$ cat src/rtl/uart_pkg.sv
// uart_pkg: shared UART frame constants, receive word type and length clamp
package uart_pkg;
   localparam int UART_FRAME_W = 10;
   localparam int UART_DATA_W  = 8;
   localparam int UART_MIN_LEN = 5;
   localparam int UART_MAX_LEN = 8;
   localparam logic PAR_EVEN = 1'b0;
   localparam logic PAR_ODD  = 1'b1;
   typedef struct packed {
      logic                   err;
      logic [UART_DATA_W-1:0] data;
   } rx_word_t;
   function automatic logic [3:0] clamp_len(input logic [3:0] len);
      return len < 4'(UART_MIN_LEN) ? 4'(UART_MIN_LEN) :
             len > 4'(UART_MAX_LEN) ? 4'(UART_MAX_LEN) : len;
   endfunction
endpackage

$ cat src/rtl/sync_fifo_fwft.sv
// sync_fifo_fwft: show-ahead synchronous FIFO with registered head and flags
module sync_fifo_fwft #(
   parameter int DEPTH = 8,
   parameter int WIDTH = 9
) (
   input  logic             clk,
   input  logic             rst,
   input  logic             wr_en,
   input  logic [WIDTH-1:0] wr_data,
   input  logic             rd_en,
   output logic [WIDTH-1:0] rd_data,
   output logic             empty,
   output logic             full,
   output logic             drop
);
   localparam int AW = $clog2(DEPTH);
   localparam int PW = AW + 1;
   logic [WIDTH-1:0] r_mem [DEPTH];
   logic [PW-1:0]    r_wr_ptr, r_rd_ptr;
   logic             r_empty, r_full;
   logic [WIDTH-1:0] r_dout;
   logic             w_pop, w_push, w_bypass, w_empty_nxt, w_full_nxt;
   logic [PW-1:0]    w_wr_nxt, w_rd_nxt;
   assign w_pop       = rd_en & ~r_empty;
   assign w_push      = wr_en & (~r_full | w_pop);
   assign w_wr_nxt    = r_wr_ptr + PW'(w_push);
   assign w_rd_nxt    = r_rd_ptr + PW'(w_pop);
   assign w_empty_nxt = w_wr_nxt == w_rd_nxt;
   assign w_full_nxt  = w_wr_nxt == {~w_rd_nxt[AW], w_rd_nxt[AW-1:0]};
   // the next head is the slot being written this very edge
   assign w_bypass    = w_push & (r_wr_ptr == w_rd_nxt);
   assign drop        = wr_en & r_full & ~w_pop;
   assign rd_data     = r_dout;
   assign empty       = r_empty;
   assign full        = r_full;
   always_ff @(posedge clk) begin
      if (w_push) r_mem[r_wr_ptr[AW-1:0]] <= wr_data;
   end
   always_ff @(posedge clk) begin
      if (rst) begin
         r_wr_ptr <= '0;
         r_rd_ptr <= '0;
         r_empty  <= 1'b1;
         r_full   <= 1'b0;
         r_dout   <= '0;
      end else begin
         r_wr_ptr <= w_wr_nxt;
         r_rd_ptr <= w_rd_nxt;
         r_empty  <= w_empty_nxt;
         r_full   <= w_full_nxt;
         if (!w_empty_nxt) r_dout <= w_bypass ? wr_data : r_mem[w_rd_nxt[AW-1:0]];
      end
   end
endmodule

$ cat src/rtl/uart_rx_fifo.sv
// uart_rx_fifo: captures UART frames, extracts data, checks parity, queues words with statistics
module uart_rx_fifo
   import uart_pkg::*;
#(
   parameter int DEPTH = 8,
   parameter int CNT_W = 8
) (
   input  logic                    clk_16bd,
   input  logic                    rst,
   input  logic [UART_FRAME_W-1:0] frame,
   input  logic                    frame_valid,
   input  logic [3:0]              frame_length,
   input  logic                    parity,
   input  logic                    parity_type,
   input  logic                    rd_en,
   input  logic                    stat_clr,
   output logic [UART_DATA_W-1:0]  rd_data,
   output logic                    rd_err,
   output logic                    empty,
   output logic                    full,
   output logic                    overflow,
   output logic [CNT_W-1:0]        err_count
);
   logic                    r_vld, r_par, r_ptype, r_overflow;
   logic [UART_FRAME_W-1:0] r_frame;
   logic [3:0]              r_len;
   logic [CNT_W-1:0]        r_err_count;
   logic [UART_DATA_W-1:0]  w_data;
   logic                    w_pbit, w_err, w_drop;
   rx_word_t                w_word, w_dout;
   assign w_data = r_frame[UART_DATA_W-1:0] & (8'hFF >> (4'd8 - r_len));
   assign w_pbit = r_frame[r_len];
   assign w_err  = r_par & ((^w_data ^ w_pbit) != r_ptype);
   assign w_word = '{err: w_err, data: w_data};
   always_ff @(posedge clk_16bd) begin
      if (rst) begin
         r_vld   <= 1'b0;
         r_frame <= '0;
         r_len   <= 4'(UART_MAX_LEN);
         r_par   <= 1'b0;
         r_ptype <= PAR_EVEN;
      end else begin
         r_vld <= frame_valid;
         if (frame_valid) begin
            r_frame <= frame;
            r_len   <= clamp_len(frame_length);
            r_par   <= parity;
            r_ptype <= parity_type;
         end
      end
   end
   sync_fifo_fwft #(.DEPTH(DEPTH), .WIDTH($bits(rx_word_t))) u_fifo (
      .clk     (clk_16bd),
      .rst     (rst),
      .wr_en   (r_vld),
      .wr_data (w_word),
      .rd_en   (rd_en),
      .rd_data (w_dout),
      .empty   (empty),
      .full    (full),
      .drop    (w_drop)
   );
   // dropped words still count toward parity statistics
   always_ff @(posedge clk_16bd) begin
      if (rst || stat_clr) begin
         r_overflow  <= 1'b0;
         r_err_count <= '0;
      end else begin
         if (w_drop) r_overflow <= 1'b1;
         if (r_vld && w_err && !(&r_err_count)) r_err_count <= r_err_count + 1'b1;
      end
   end
   assign rd_data   = w_dout.data;
   assign rd_err    = w_dout.err;
   assign overflow  = r_overflow;
   assign err_count = r_err_count;
endmodule

$ cat config.mk
export PLATFORM = sky130hd
export DESIGN_NAME = uart_rx_fifo
export DESIGN_NICKNAME = d
export VERILOG_FILES = /design/src/rtl/uart_pkg.sv /design/src/rtl/sync_fifo_fwft.sv /design/src/rtl/uart_rx_fifo.sv
export SDC_FILE = /design/constraint.sdc
export NUM_CORES = 1
export LEC_CHECK = 0
export CAP_MARGIN = 10
export CORE_MARGIN = 1
export CORE_UTILIZATION = 50
export DETAILED_ROUTE_END_ITERATION = 12
export PLACE_DENSITY = 0.75
export SKIP_LAST_GASP = 1
export SYNTH_ARGS = -nofsm -noshare
export SYNTH_HDL_FRONTEND = slang
export SYNTH_SLANG_ARGS = --single-unit
$ cat constraint.sdc
create_clock -name clk_16bd -period 7.7 [get_ports clk_16bd]
set_input_delay 0.77 -clock clk_16bd [delete_from_list [all_inputs] [get_ports clk_16bd]]
set_output_delay 0.77 -clock clk_16bd [all_outputs]
set_load 0.005 [all_outputs]
==> impl_metrics.py, run 1 <==
metrics = {
    "synthesis": {
        "yosys-mux-area-fraction_pct": 15.1,
        "yosys_warnings": 0,
        "synth_cell_types": 48,
        "synth_enable_flop_cells": 72,
        "synth.yosys.seq_area_share_pct": 59.7,
        "netlist_instances": 381,
        "synth_top_family_by_area": "multiplexers",
        "adder_cell_share_of_the_synthesized_area_pct": 1.95,
        "synth.most_common_cell": "edfxtp_1",
        "mappedNetlistNets": 410,
        "post_synth_and_or_nand_nor_area_fraction_pct": 11.7,
        "synth_compound_area_share_pct": 4.75,
        "ys_ff_latch": 117,
        "syn-cell-area_sq_um": 5130,
        "share_of_flip_flops_with_an_asynchronous_set_or_reset_pct": 0,
        "synth.avg_cell_area_sq_um": 13.5,
        "cell_types_with_the_highest_counts_after_synthesis": "72 x edfxtp_1, 45 x dfxtp_1, 35 x nor2_1, 31 x mux2i_1, 19 x mux4_2",
        "yosys.area.top_type_share_pct": 42.1,
        "yosys-top-cells-area": "edfxtp_1 42%, dfxtp_1 18%, mux4_2 8.3%",
        "synth_area_leader_cell": "edfxtp_1",
        "synth_xor_xnor_area_share_pct": 4.63,
        "dominantRegCellSynth": "edfxtp_1",
    },
    "drt": {
        "drc": 0,
        "wirelength_microns": 10100,
        "drt_pre_antenna_iters": 6,
        "post_drt_via_cell_ratio": 5.47,
        "routedWlPerCell_microns": 17.8,
        "first_iter_violations": 196,
        "drtAntennaViolNets": 0,
        "routed-via-count": 3120,
    },
    "floorplanning": {
        "chipHeight_microns": 103,
        "fp.dieW_microns": 103,
        "coreArea_sq_um": 9860,
        "placementRows": 36,
        "floorplan.initialDensity_pct": 52.0,
        "io_pins": 41,
        "dieArea_sq_um": 10700,
    },
    "power": {
        "cellLeakagePower_nw": 2.18,
        "irDropWorstVdd_uv": 271,
        "report.power.total_mw": 1.66,
        "power_per_standard_cell_area_nw_per_um2": 267,
    },
    "sta": {
        "setup_viol": 0,
        "timing_max_transition_violations_final": 0,
        "max-slew-margin-rel_pct": 21.6,
        "fin_setup_tns_ns": 0,
        "report.final.hold_viol_count": 0,
        "min_period_over_period_pct": 49.2,
        "clock-skew-final_ns": 0.00756,
        "timing_worst_slew_pin_value_ns": 1.17,
        "period_needed_ns": 3.79,
        "rsz0062_at_grt": "no",
        "fmax_mhz": 264,
    },
    "cts": {
        "clk_transition_reported_paths_ns": 0.05,
        "clock_tree.root_cell": "clkbuf_8",
        "post_cts.resized_instances": 0,
        "clk_latency_ns": 0.51,
        "cts.htree.levels": 4,
        "cts_max_path_buffers": 2,
        "cts_buffers": 17,
        "tritoncts": "built",
        "postCtsSetupRepairBufs": 0,
        "cts_sinks": 117,
        "ctsHoldBuffers": 0,
    },
    "outcome": {
        "run_status": "finished clean",
    },
    "worst_setup_path": {
        "worst_path_most_repeated_cell": "ha_1",
        "critical-path-max-stage-delay_ns": 0.88,
        "critical_path_arrival_ns": 4.17,
        "crit_fanout": 20,
        "reg2reg_depth": 10,
        "end_kind": "register",
        "critical_path.cell_chain": "clkdlybuf4s50_1, nand2b_1, inv_1, ha_1, ha_1, xor2_1, nor3_1, and3_1, mux2i_1, o21ai_0, nor2b_1",
        "critical_path_slowest_stage_cell": "ha_1",
        "required_time_reported_for_the_critical_path_endpoint_ns": 8.08,
        "timing_worst_setup_path_type": "primary input to register",
        "rr_startpoint": "u_fifo.empty$_SDFF_PP1_",
        "cp_startpoint_kind": "primary input",
        "critPathLaunch": "rd_en",
    },
    "place": {
        "detailed_place.area_sq_um": 5660,
        "portBuffers": 40,
        "dpl.cell_count": 540,
        "place.gp.congestion": 0.837,
        "detailedPlacementHpwl_microns": 6590,
    },
    "global_route": {
        "global_route_wire_length_before_repair_microns": 15400,
        "grt_start_max_net_pins": 41,
        "gr-usage-all-layers_pct": 20.8,
        "number_of_antenna_violations_at_the_first_check_in_global_routing": 0,
        "gr-total-overflow": 0,
        "grt_pass1_vias": 2842,
    },
    "cells_and_area": {
        "finalNetCount": 455,
        "post_route_cells_drive_above_1_share_pct": 14.0,
        "stdcell_count": 570,
        "area_added_between_synthesis_and_finish_pct": 20.7,
        "fill_cells": 712,
        "insertedDiodeCount": 0,
        "final_cell_area_sq_um": 6190,
    },
    "worst_hold_path": {
        "holdPathStages": 2,
        "holdCritStartpoint": "overflow$_SDFFE_PP0P_",
        "min_delay_path_class": "register to register",
    },
    "flow_run": {
        "max-cap-violations": 0,
    },
}
cell type report:
type                    count  area [sq um]  area share [%]
well taps                 133           166            2.69
inverters                   6          22.5           0.364
flip-flops and latches    117          3060            49.4
clock buffers              20           425            6.87
repair buffers             44           430            6.95
clock inverters            10           110            1.78
multi-input cells         240          1980            31.9
cells by family after synthesis:
kind of cell,Yosys count
and+or+nand+nor,117
adders and majority gates,8
xor gates and xnor gates,23
muxes,53
AOI/OAI and AO/OA,39
buffers and inverters,24
DFF,117
final timing paths:
kind / end / slack, ns
worst min-delay path: overflow$_SDFFE_PP0P_ / 0.48
worst min register to register: overflow$_SDFFE_PP0P_ / 0.48
worst max-delay path: u_fifo.rd_data[3]$_SDFFE_PP0N_ / 3.91
worst max register to register: u_fifo.rd_data[3]$_SDFFE_PP0N_ / 4.24
worst max-delay path, delay by kind of cell:
family / cells / cell delay, ns
AND/OR/NAND/NOR: 4 / 1.32
buffers and inverters: 2 / 0.49
multiplexers: 1 / 0.23
XOR/XNOR: 1 / 0.17
adder cells (fa/ha/maj): 2 / 1.09
AO/OA/AOI/OAI: 1 / 0.09
per-stage QoR:
stage / utilization (%) / hold WS, ns / worst slack (ns)
after global placement: 57.4 / 0.473 / 3.56
after detailed placement: 57.4 / 0.470 / 3.51
after CTS: 62.8 / 0.482 / 3.96
after global routing: 62.8 / 0.513 / 3.67
after floorplan: - / 0.460 / 4.58
final: 62.8 / 0.484 / 3.91
state kept, by name, summed over array words and instances, names as in the netlist:
name	flops
u_fifo.empty	1
r_ptype	1
u_fifo.rd_data	9
err_count	8
u_fifo.r_mem	72
u_fifo.r_rd_ptr	4
overflow	1
u_fifo.r_wr_ptr	4
r_frame	10
u_fifo.full	1
r_vld	1
r_par	1
r_len	4
per-layer routing:
metal	GRT usage [%]	part of all wire [%]
met1	28.0	45
met2	32.1	49
met3	6.12	5.4
met4	8.02	0.74
met5	0	0
power by group:
group,internal (mW),switching (mW)
registers,0.690,0.0184
clock network,0.452,0.255
logic,0.124,0.117
total,1.27,0.390
cells in the final DEF (no fill, tap or decap), types with 4 or more instances in the layout:
| master | instances |
|---|---|
| buf_4 | 4 |
| nor2_1 | 35 |
| mux2i_1 | 31 |
| mux4_2 | 19 |
| and2_1 | 7 |
| dfxtp_1 | 45 |
| xnor2_1 | 10 |
| nand2b_1 | 5 |
| clkdlybuf4s50_1 | 40 |
| nor3_2 | 4 |
| nor3_1 | 4 |
| and3_1 | 4 |
| clkbuf_16 | 16 |
| xor2_1 | 10 |
| nand3_1 | 6 |
| inv_1 | 6 |
| nor2b_1 | 14 |
| ha_1 | 8 |
| nand4_1 | 7 |
| edfxtp_1 | 72 |
| or3_1 | 4 |
| nand2_1 | 15 |
| a21oi_1 | 11 |
| o21ai_0 | 12 |
Power figures use the tool's default switching activity.
==> inputs of run 2 (changes only) <==
PLACE_DENSITY = 0.78   (was 0.75)
clock period = 3.4 ns   (was 7.7 ns; I/O delays follow)
==> impl_metrics.py, run 2 (synthesized netlist as in run 1, its figures left out) <==
metrics = {
    "power": {
        "power_per_standard_cell_area_nw_per_um2": 617,
        "cellLeakagePower_nw": 2.28,
        "report.power.total_mw": 3.91,
        "irDropWorstVdd_uv": 317,
    },
    "worst_setup_path": {
        "required_time_reported_for_the_critical_path_endpoint_ns": 3.86,
        "crit_fanout": 11,
        "critical_path_arrival_ns": 3.61,
        "timing_worst_setup_path_type": "register to register",
        "end_kind": "register",
        "cp_startpoint_kind": "register",
    },
    "cts": {
        "tritoncts": "built",
        "cts_buffers": 17,
        "cts_sinks": 117,
        "postCtsSetupRepairBufs": 0,
        "ctsHoldBuffers": 0,
        "cts_max_path_buffers": 2,
        "post_cts.resized_instances": 0,
        "clk_latency_ns": 0.52,
        "clock_tree.root_cell": "clkbuf_8",
        "cts.htree.levels": 4,
        "clk_transition_reported_paths_ns": 0.06,
    },
    "global_route": {
        "gr-total-overflow": 0,
        "number_of_antenna_violations_at_the_first_check_in_global_routing": 0,
        "gr-usage-all-layers_pct": 23.0,
        "grt_start_max_net_pins": 38,
        "global_route_wire_length_before_repair_microns": 17300,
        "grt_pass1_vias": 3280,
    },
    "cells_and_area": {
        "fill_cells": 692,
        "finalNetCount": 471,
        "register_area_sq_um": 3060,
        "area_added_between_synthesis_and_finish_pct": 23.4,
        "post_route_cells_drive_above_1_share_pct": 16.7,
        "largest_register_ffs": 72,
        "multi_input_combinational_cell_area_sq_um": 1960,
        "most_frequent_standard_cell_in_the_layout_excluding_fill_and_tap_cells": "edfxtp_1",
        "layout_common_cells": "72 x edfxtp_1, 45 x dfxtp_1, 40 x clkdlybuf4s50_1, 35 x nor2_1, 31 x mux2i_1",
        "insertedDiodeCount": 0,
    },
    "sta": {
        "fin_setup_tns_ns": 0,
        "fmax_mhz": 317,
        "timing_max_transition_violations_final": 0,
        "period_needed_ns": 3.15,
        "report.final.hold_viol_count": 0,
        "max-slew-margin-rel_pct": 38.5,
        "min_period_over_period_pct": 92.8,
        "whs_ns": 0.435,
        "clock-skew-final_ns": 0.00581,
        "timing_worst_slew_pin_value_ns": 0.919,
        "rsz0062_at_grt": "no",
        "setup_viol": 0,
    },
    "drt": {
        "drc": 0,
        "drtAntennaViolNets": 0,
        "routedWlPerCell_microns": 18.7,
        "wirelength_microns": 11000,
        "first_iter_violations": 214,
        "post_drt_via_cell_ratio": 5.62,
        "drt_pre_antenna_iters": 5,
        "routed-via-count": 3304,
    },
    "floorplanning": {
        "coreArea_sq_um": 9860,
        "chipHeight_microns": 103,
        "floorplan.initialDensity_pct": 52.0,
        "dieArea_sq_um": 10700,
        "io_pins": 41,
        "placementRows": 36,
        "fp.dieW_microns": 103,
    },
    "place": {
        "portBuffers": 40,
        "detailedPlacementHpwl_microns": 7170,
        "place.gp.congestion": 0.889,
    },
    "worst_hold_path": {
        "min_delay_path_class": "primary input to register",
    },
    "outcome": {
        "run_status": "finished clean",
    },
    "flow_run": {
        "max-cap-violations": 0,
    },
}
run 2: changes by cell type in the layout (fill, tap and decap cells not counted), sizes merged:
cell / delta
bufinv: +1
clkinvlp: +1
clkbuf: -2
clkinv: +1
inv: +1
buf: +16
run 2: path summary, 6_finish.rpt:
path,start,cells past startpoint,slack (ns),to
worst max-delay path,r_len[0]$_SDFFE_PP0P_,10,0.25,err_count[5]$_SDFFE_PP0P_
worst min-delay path,parity_type,3,0.43,r_ptype$_SDFFE_PP0P_
worst max register to register,r_len[0]$_SDFFE_PP0P_,10,0.25,err_count[5]$_SDFFE_PP0P_
worst min register to register,err_count[5]$_SDFFE_PP0P_,2,0.49,err_count[5]$_SDFFE_PP0P_
run 2: cell type report:
class	instances	area share (%)
Clock inverter	14	2.53
Tap cell	133	2.63
Clock buffer	18	6.59
Inverter	6	0.355
Multi-Input combinational cell	240	30.9
Sequential cell	117	48.3
Timing Repair Buffer	60	8.69
run 2: power breakdown:
group	leakage [nW]	total, mW	switching, mW	internal (mW)
Clock	0.272	1.72	0.617	1.11
Combinational	0.971	0.585	0.280	0.305
Sequential	1.03	1.60	0.0417	1.56
run 2: routing by layer:
layer | vias to the layer above | global-route usage [%] | routed length (microns)
met5 | - | 0 | 0
met1 | 1624 | 30.0 | 4820
met4 | 0 | 9.86 | 194
met2 | 115 | 37.4 | 5410
li1 | 1549 | - | -
met3 | 16 | 5.17 | 576
run 2: per-stage QoR:
step,instance area [sq um],cells,setup slack (ns),util (%)
2_1_floorplan,5130,381,0.656,-
3_3_place_gp,5760,556,0.422,58.4
3_5_place_dp,5760,556,0.302,58.4
4_1_cts,6340,588,0.260,64.2
5_1_grt,6340,588,0.0829,64.2
6_report,6340,588,0.245,64.2
run 2: critical path, stage by stage (launching register included):
cell and delay (ns):
dfxtp_1 0.56, inv_1 0.14, ha_1 0.28, nor2b_1 0.16, or3b_1 0.44, o221ai_2 0.21
xnor2_1 0.11, nor2_2 0.12, xnor3_1 0.38, or4_1 0.55, a21oi_1 0.14
